**src/rtl/led_frame_shifter.sv**
```systemverilog
// Frame-periodic serialiser for a daisy-chained LED driver: fetches one word per channel,
// shifts it MSB first on o_clk/o_dai, then pulses o_lat.
//   IDLE  | waiting for a frame tick
//   FETCH | o_rd_en strobe for channel r_index
//   LOAD  | capture i_rd_data into the shift register
//   SHIFT | clock out BIT_WIDTH bits, each 2*CLK_DIV cycles
//   LATCH | o_lat high for LATCH_CYCLES
module led_frame_shifter #(
  parameter int N_CHANNELS   = 12,
  parameter int BIT_WIDTH    = 16,
  parameter int FRAME_PERIOD = 16666,
  parameter int FRAME_MAX    = 120,
  parameter int CLK_DIV      = 4,
  parameter int LATCH_CYCLES = 8,
  localparam int ADDR_W = (N_CHANNELS > 1) ? $clog2(N_CHANNELS) : 1,
  localparam int FC_W   = $clog2(FRAME_MAX)
) (
  input  logic                 i_clk,
  input  logic                 i_rst_n,
  input  logic                 i_enable,
  output logic                 o_rd_en,
  output logic [ADDR_W-1:0]    o_rd_addr,
  input  logic [BIT_WIDTH-1:0] i_rd_data,
  output logic                 o_clk,
  output logic                 o_dai,
  output logic                 o_lat,
  output logic                 o_busy,
  output logic [FC_W-1:0]      o_frame_count,
  output logic                 o_overrun
);

  localparam int PER_W = $clog2(FRAME_PERIOD);
  localparam int DIV_W = (CLK_DIV > 1) ? $clog2(CLK_DIV) : 1;
  localparam int BIT_W = (BIT_WIDTH > 1) ? $clog2(BIT_WIDTH) : 1;
  localparam int LAT_W = (LATCH_CYCLES > 1) ? $clog2(LATCH_CYCLES) : 1;

  typedef enum logic [2:0] {
    ST_IDLE  = 3'd0,
    ST_FETCH = 3'd1,
    ST_LOAD  = 3'd2,
    ST_SHIFT = 3'd3,
    ST_LATCH = 3'd4
  } state_t;

  state_t               r_state;
  logic [PER_W-1:0]     r_per;
  logic [FC_W-1:0]      r_fc;
  logic [ADDR_W-1:0]    r_index;
  logic [BIT_WIDTH-1:0] r_sreg;
  logic [DIV_W-1:0]     r_div;
  logic [BIT_W-1:0]     r_bit;
  logic [LAT_W-1:0]     r_lat_cnt;
  logic                 r_high;
  logic                 r_oclk;
  logic                 r_dai;
  logic                 r_lat;
  logic                 r_rd_en;
  logic                 r_overrun;

  logic                 w_per_last;
  logic                 w_tick;
  logic [BIT_WIDTH-1:0] w_sreg_shl;

  assign w_per_last = (r_per == PER_W'(FRAME_PERIOD - 1));
  assign w_tick     = w_per_last & i_enable;
  assign w_sreg_shl = r_sreg << 1;

  always_ff @(posedge i_clk or negedge i_rst_n) begin
    if (!i_rst_n) begin
      r_state   <= ST_IDLE;
      r_per     <= '0;
      r_fc      <= '0;
      r_index   <= '0;
      r_sreg    <= '0;
      r_div     <= '0;
      r_bit     <= '0;
      r_lat_cnt <= '0;
      r_high    <= 1'b0;
      r_oclk    <= 1'b0;
      r_dai     <= 1'b0;
      r_lat     <= 1'b0;
      r_rd_en   <= 1'b0;
      r_overrun <= 1'b0;
    end else begin
      r_per     <= w_per_last ? '0 : r_per + 1'b1;
      // The final LATCH cycle is still busy, so a tick landing there is dropped too.
      r_overrun <= w_tick && (r_state != ST_IDLE);

      case (r_state)
        ST_IDLE: begin
          if (w_tick) begin
            r_state <= ST_FETCH;
            r_index <= '0;
            r_rd_en <= 1'b1;
            r_fc    <= (r_fc == FC_W'(FRAME_MAX - 1)) ? '0 : r_fc + 1'b1;
          end
        end
        ST_FETCH: begin
          r_rd_en <= 1'b0;
          r_state <= ST_LOAD;
        end
        ST_LOAD: begin
          r_sreg  <= i_rd_data;
          r_dai   <= i_rd_data[BIT_WIDTH-1];
          r_oclk  <= 1'b0;
          r_high  <= 1'b0;
          r_div   <= DIV_W'(CLK_DIV - 1);
          r_bit   <= BIT_W'(BIT_WIDTH - 1);
          r_state <= ST_SHIFT;
        end
        ST_SHIFT: begin
          if (r_div != '0) begin
            r_div <= r_div - 1'b1;
          end else if (!r_high) begin
            r_high <= 1'b1;
            r_oclk <= 1'b1;
            r_div  <= DIV_W'(CLK_DIV - 1);
          end else if (r_bit != '0) begin
            r_bit  <= r_bit - 1'b1;
            r_sreg <= w_sreg_shl;
            r_dai  <= w_sreg_shl[BIT_WIDTH-1];
            r_oclk <= 1'b0;
            r_high <= 1'b0;
            r_div  <= DIV_W'(CLK_DIV - 1);
          end else begin
            r_oclk <= 1'b0;
            r_dai  <= 1'b0;
            r_high <= 1'b0;
            if (r_index != ADDR_W'(N_CHANNELS - 1)) begin
              r_index <= r_index + 1'b1;
              r_rd_en <= 1'b1;
              r_state <= ST_FETCH;
            end else begin
              r_lat     <= 1'b1;
              r_lat_cnt <= LAT_W'(LATCH_CYCLES - 1);
              r_state   <= ST_LATCH;
            end
          end
        end
        ST_LATCH: begin
          if (r_lat_cnt == '0) begin
            r_lat   <= 1'b0;
            r_state <= ST_IDLE;
          end else begin
            r_lat_cnt <= r_lat_cnt - 1'b1;
          end
        end
        default: r_state <= ST_IDLE;
      endcase
    end
  end

  assign o_rd_en       = r_rd_en;
  assign o_rd_addr     = r_index;
  assign o_clk         = r_oclk;
  assign o_dai         = r_dai;
  assign o_lat         = r_lat;
  assign o_busy        = (r_state != ST_IDLE);
  assign o_frame_count = r_fc;
  assign o_overrun     = r_overrun;

endmodule

```
**config.mk**
```make
export PLATFORM = sky130hd
export DESIGN_NAME = led_frame_shifter
export DESIGN_NICKNAME = d
export VERILOG_FILES = /design/src/rtl/led_frame_shifter.sv
export SDC_FILE = /design/constraint.sdc
export NUM_CORES = 1
export LEC_CHECK = 0
export CAP_MARGIN = 20
export CELL_PAD_IN_SITES_DETAIL_PLACEMENT = 0
export CELL_PAD_IN_SITES_GLOBAL_PLACEMENT = 2
export CORE_ASPECT_RATIO = 1.75
export CORE_UTILIZATION = 35
export CTS_CLUSTER_SIZE = 12
export DETAILED_ROUTE_END_ITERATION = 16
export HOLD_SLACK_MARGIN = 0.06
export PLACE_DENSITY = 0.84
export SYNTH_ARGS = -nofsm -noshare
export SYNTH_HDL_FRONTEND = slang
export SYNTH_SLANG_ARGS = --single-unit
```
**constraint.sdc**
```tcl
create_clock -name i_clk -period 2.85 [get_ports i_clk]
set_input_delay 0.4275 -clock i_clk [delete_from_list [all_inputs] [get_ports i_clk]]
set_output_delay 0.4275 -clock i_clk [all_outputs]
set_load 0.02 [all_outputs]
```
==> metrics.txt <==
clk_skew around 0.0076 ns; most common cell after layout, fill and taps aside dfrtp_1; Initial Utilization 0.3600; share of cells above drive strength 1 0.1981; Max Clk Rate ~440 MHz; total negative slack 0 ns; worst path required time approximately 2.4 ns; Overall Power 1977 uW; DR WL/cell roughly 15 um; FF-to-FF Start r_bit[0]; CTS H-tree depth 3; io pins 36; Filler cells between 700 and 800; number of distinct library cells after synthesis 48; post-route design area 3709 sq um; Avg Inst Size Synth ~11 sq um; CTS root buf clkbuf_16; Async SR Flop Fraction 1.000; maximum root-to-sink buffer count 2; GPL Wtd Cong between 0.7 and 0.8; Register Area about 1500 sq um; initial DRC count ~100; final worst-path cycle share 0.8045; Vias/cell roughly 5.3; Mapped Cells roughly 280; Antenna diodes 0; Multi-input gate area roughly 1400 sq um; worst flop-to-flop path endpoint r_sreg[14]; WP data arrival around 1.9 ns; routed vias roughly 2200; crit-path cells nor3_1, inv_1, clkdlybuf4s50_1; GRT Total Usage 0.1515; clock-pin slew on the worst setup and hold paths roughly 0.050 ns; Die Height between 100 and 150 um; Crit. Startpoint r_state[1]; family with the most delay on the worst path buffers and inverters; FF+latch count, synth a little under 60; Clock Latency Late Sink 0.33 ns; vias in the first global route approximately 2100; CP Capture Type output pin; Max Cap Viol 0; Critical-path top delay cell clkdlybuf4s50_1; routed wire length approximately 6.1 mm; outcome completed; fin cells a little over 400; Startpoint Class flip-flop; critical path depth 3; Detail Route Antenna Nets 0; Final Hold Viols 0; CTS Sinks between 50 and 60; CTS Buf Count 9; Final #Nets 340; first-pass GRT wire length 10.07 mm; row count 44; PD cells between 500 and 600 nW/um^2; Max Slew Vio Count 0; syn nets ~300; CTS Hold Bufs 0; Core Area 8258 sq um; total congestion overflow 0; largest net degree at the start of global routing 33; Area Overhead vs Synth 24.75%; Peak VDD IR between 200 and 300 uV; placed cell count 394; EDFF count, synth 0; worst slew pin tran between 0.7 and 0.8 ns; Reg2Reg Setup Slack between 0.7 and 0.8 ns; Critical Path Fanout Max 12; Synth Warn # 0; min Tclk post-route 2.293 ns; Die ar. 8881 sq um; dpl cell area around 3400 sq um; number of port buffers 35; Detailed Routing Iterations Pass 1 4; RSZ-0062 raised after global routing false; post_cts resized 0; Die X slightly above 70 um; CP Class reg2out; mapped cell area just under 3000 sq um; commonest cells after routing, fill and taps aside dfrtp_1 (58), clkdlybuf4s50_1 (34), mux2_2 (32); Post-CTS Repair Setup Buffers 0; antenna violations before repair 0; dpl hpwl 4.472 mm; crit path to o_busy; Buf/Inv on CP 2; CTS tree yes; count of final setup violators 0; relative slew slack 0.4976; Reg2Reg Depth 7; register area share after synthesis 0.4882; worst hold path type in2async; DR DRC count 0; CP max stage delay ~0.55 ns; Pleak 0.001637 uW; prevailing post-synth register cell dfrtp_1
state kept, by name, indices dropped and copies added (netlist names):
register / cells
r_per: 15
r_sreg: 15
o_frame_count: 7
o_rd_addr: 4
r_bit: 4
r_lat_cnt: 3
r_state: 3
r_div: 2
o_clk: 1
o_dai: 1
o_lat: 1
o_overrun: 1
o_rd_en: 1
power breakdown:
| group | leakage, uW | internal [uW] | switching (uW) | total [uW] |
|---|---|---|---|---|
| combinational | 0.000772 | 33.8 | 25.8 | 59.6 |
| clock | 0.000138 | 681 | 400 | 1080 |
| sequential | 0.000726 | 832 | 3.82 | 836 |
synthesized netlist by cell type (4+ instances only):
| cell | n | area, sq um |
|---|---|---|
| nor3_1 | 7 | 35.03 |
| o21ai_0 | 4 | 20.02 |
| and3_1 | 6 | 37.54 |
| and2_1 | 4 | 25.02 |
| mux2_2 | 32 | 360.4 |
| xnor2_1 | 7 | 61.31 |
| dfrtp_1 | 58 | 1451 |
| nor2_1 | 22 | 82.58 |
| ha_1 | 8 | 100.1 |
| nor2b_1 | 5 | 31.28 |
| a21oi_1 | 9 | 45.04 |
| buf_2 | 5 | 25.02 |
| xor2_1 | 6 | 52.55 |
| inv_1 | 15 | 56.30 |
| nand3_1 | 11 | 55.05 |
| clkbuf_1 | 7 | 26.28 |
| nand4_1 | 7 | 43.79 |
| a22oi_1 | 4 | 30.03 |
| nand2_1 | 12 | 45.04 |
| mux2i_1 | 4 | 40.04 |
stage by stage:
step                utilization  worst slack, ns  hold WS (ns)
finish                   0.4491           0.5572        0.1721
global placement         0.4123           0.7420        0.4532
detailed placement       0.4123           0.7078        0.4616
global route             0.4491           0.4413        0.2303
CTS                      0.4491           0.5168        0.1878
floorplan                     -           0.8097        0.1319
how the worst min path moves through the flow:
stage,startpoint,cells after the start,endpoint
global placement,r_lat_cnt[0],1,r_lat_cnt[0]
global route,i_rst_n,1,r_per[11]
floorplan,i_rst_n,0,o_clk
detailed placement,r_lat_cnt[0],1,r_lat_cnt[0]
CTS,i_rst_n,1,r_per[12]
finish,i_rst_n,1,o_frame_count[3]
final cells by class:
cell class | count | share of cell area
sequential | 58 | 0.3914
multi-input combinational | 187 | 0.3731
timing repair buffer | 42 | 0.1073
clock buffer | 9 | 0.06073
tap | 92 | 0.03104
clock inverter | 7 | 0.02126
inverter | 15 | 0.01518
cells by family after synthesis:
family / after synthesis / synth area share
fa+ha+maj: 8 / 0.03367
buf+inv: 30 / 0.04630
flops: 58 / 0.4882
xor+xnor: 13 / 0.03830
compound gates: 35 / 0.08503
mux: 36 / 0.1347
simple gates: 95 / 0.1738
metal layers:
layer	wire length (um)	track usage	part of all wire	vias to the layer above
met5	0	0	0	-
li1	-	-	-	1061
met4	131	0.1054	0.021	0
met1	2439	0.1616	0.40	1056
met2	3388	0.2712	0.56	26
met3	142	0.02184	0.023	10
No activity file was read; power rests on OpenSTA's default activity.
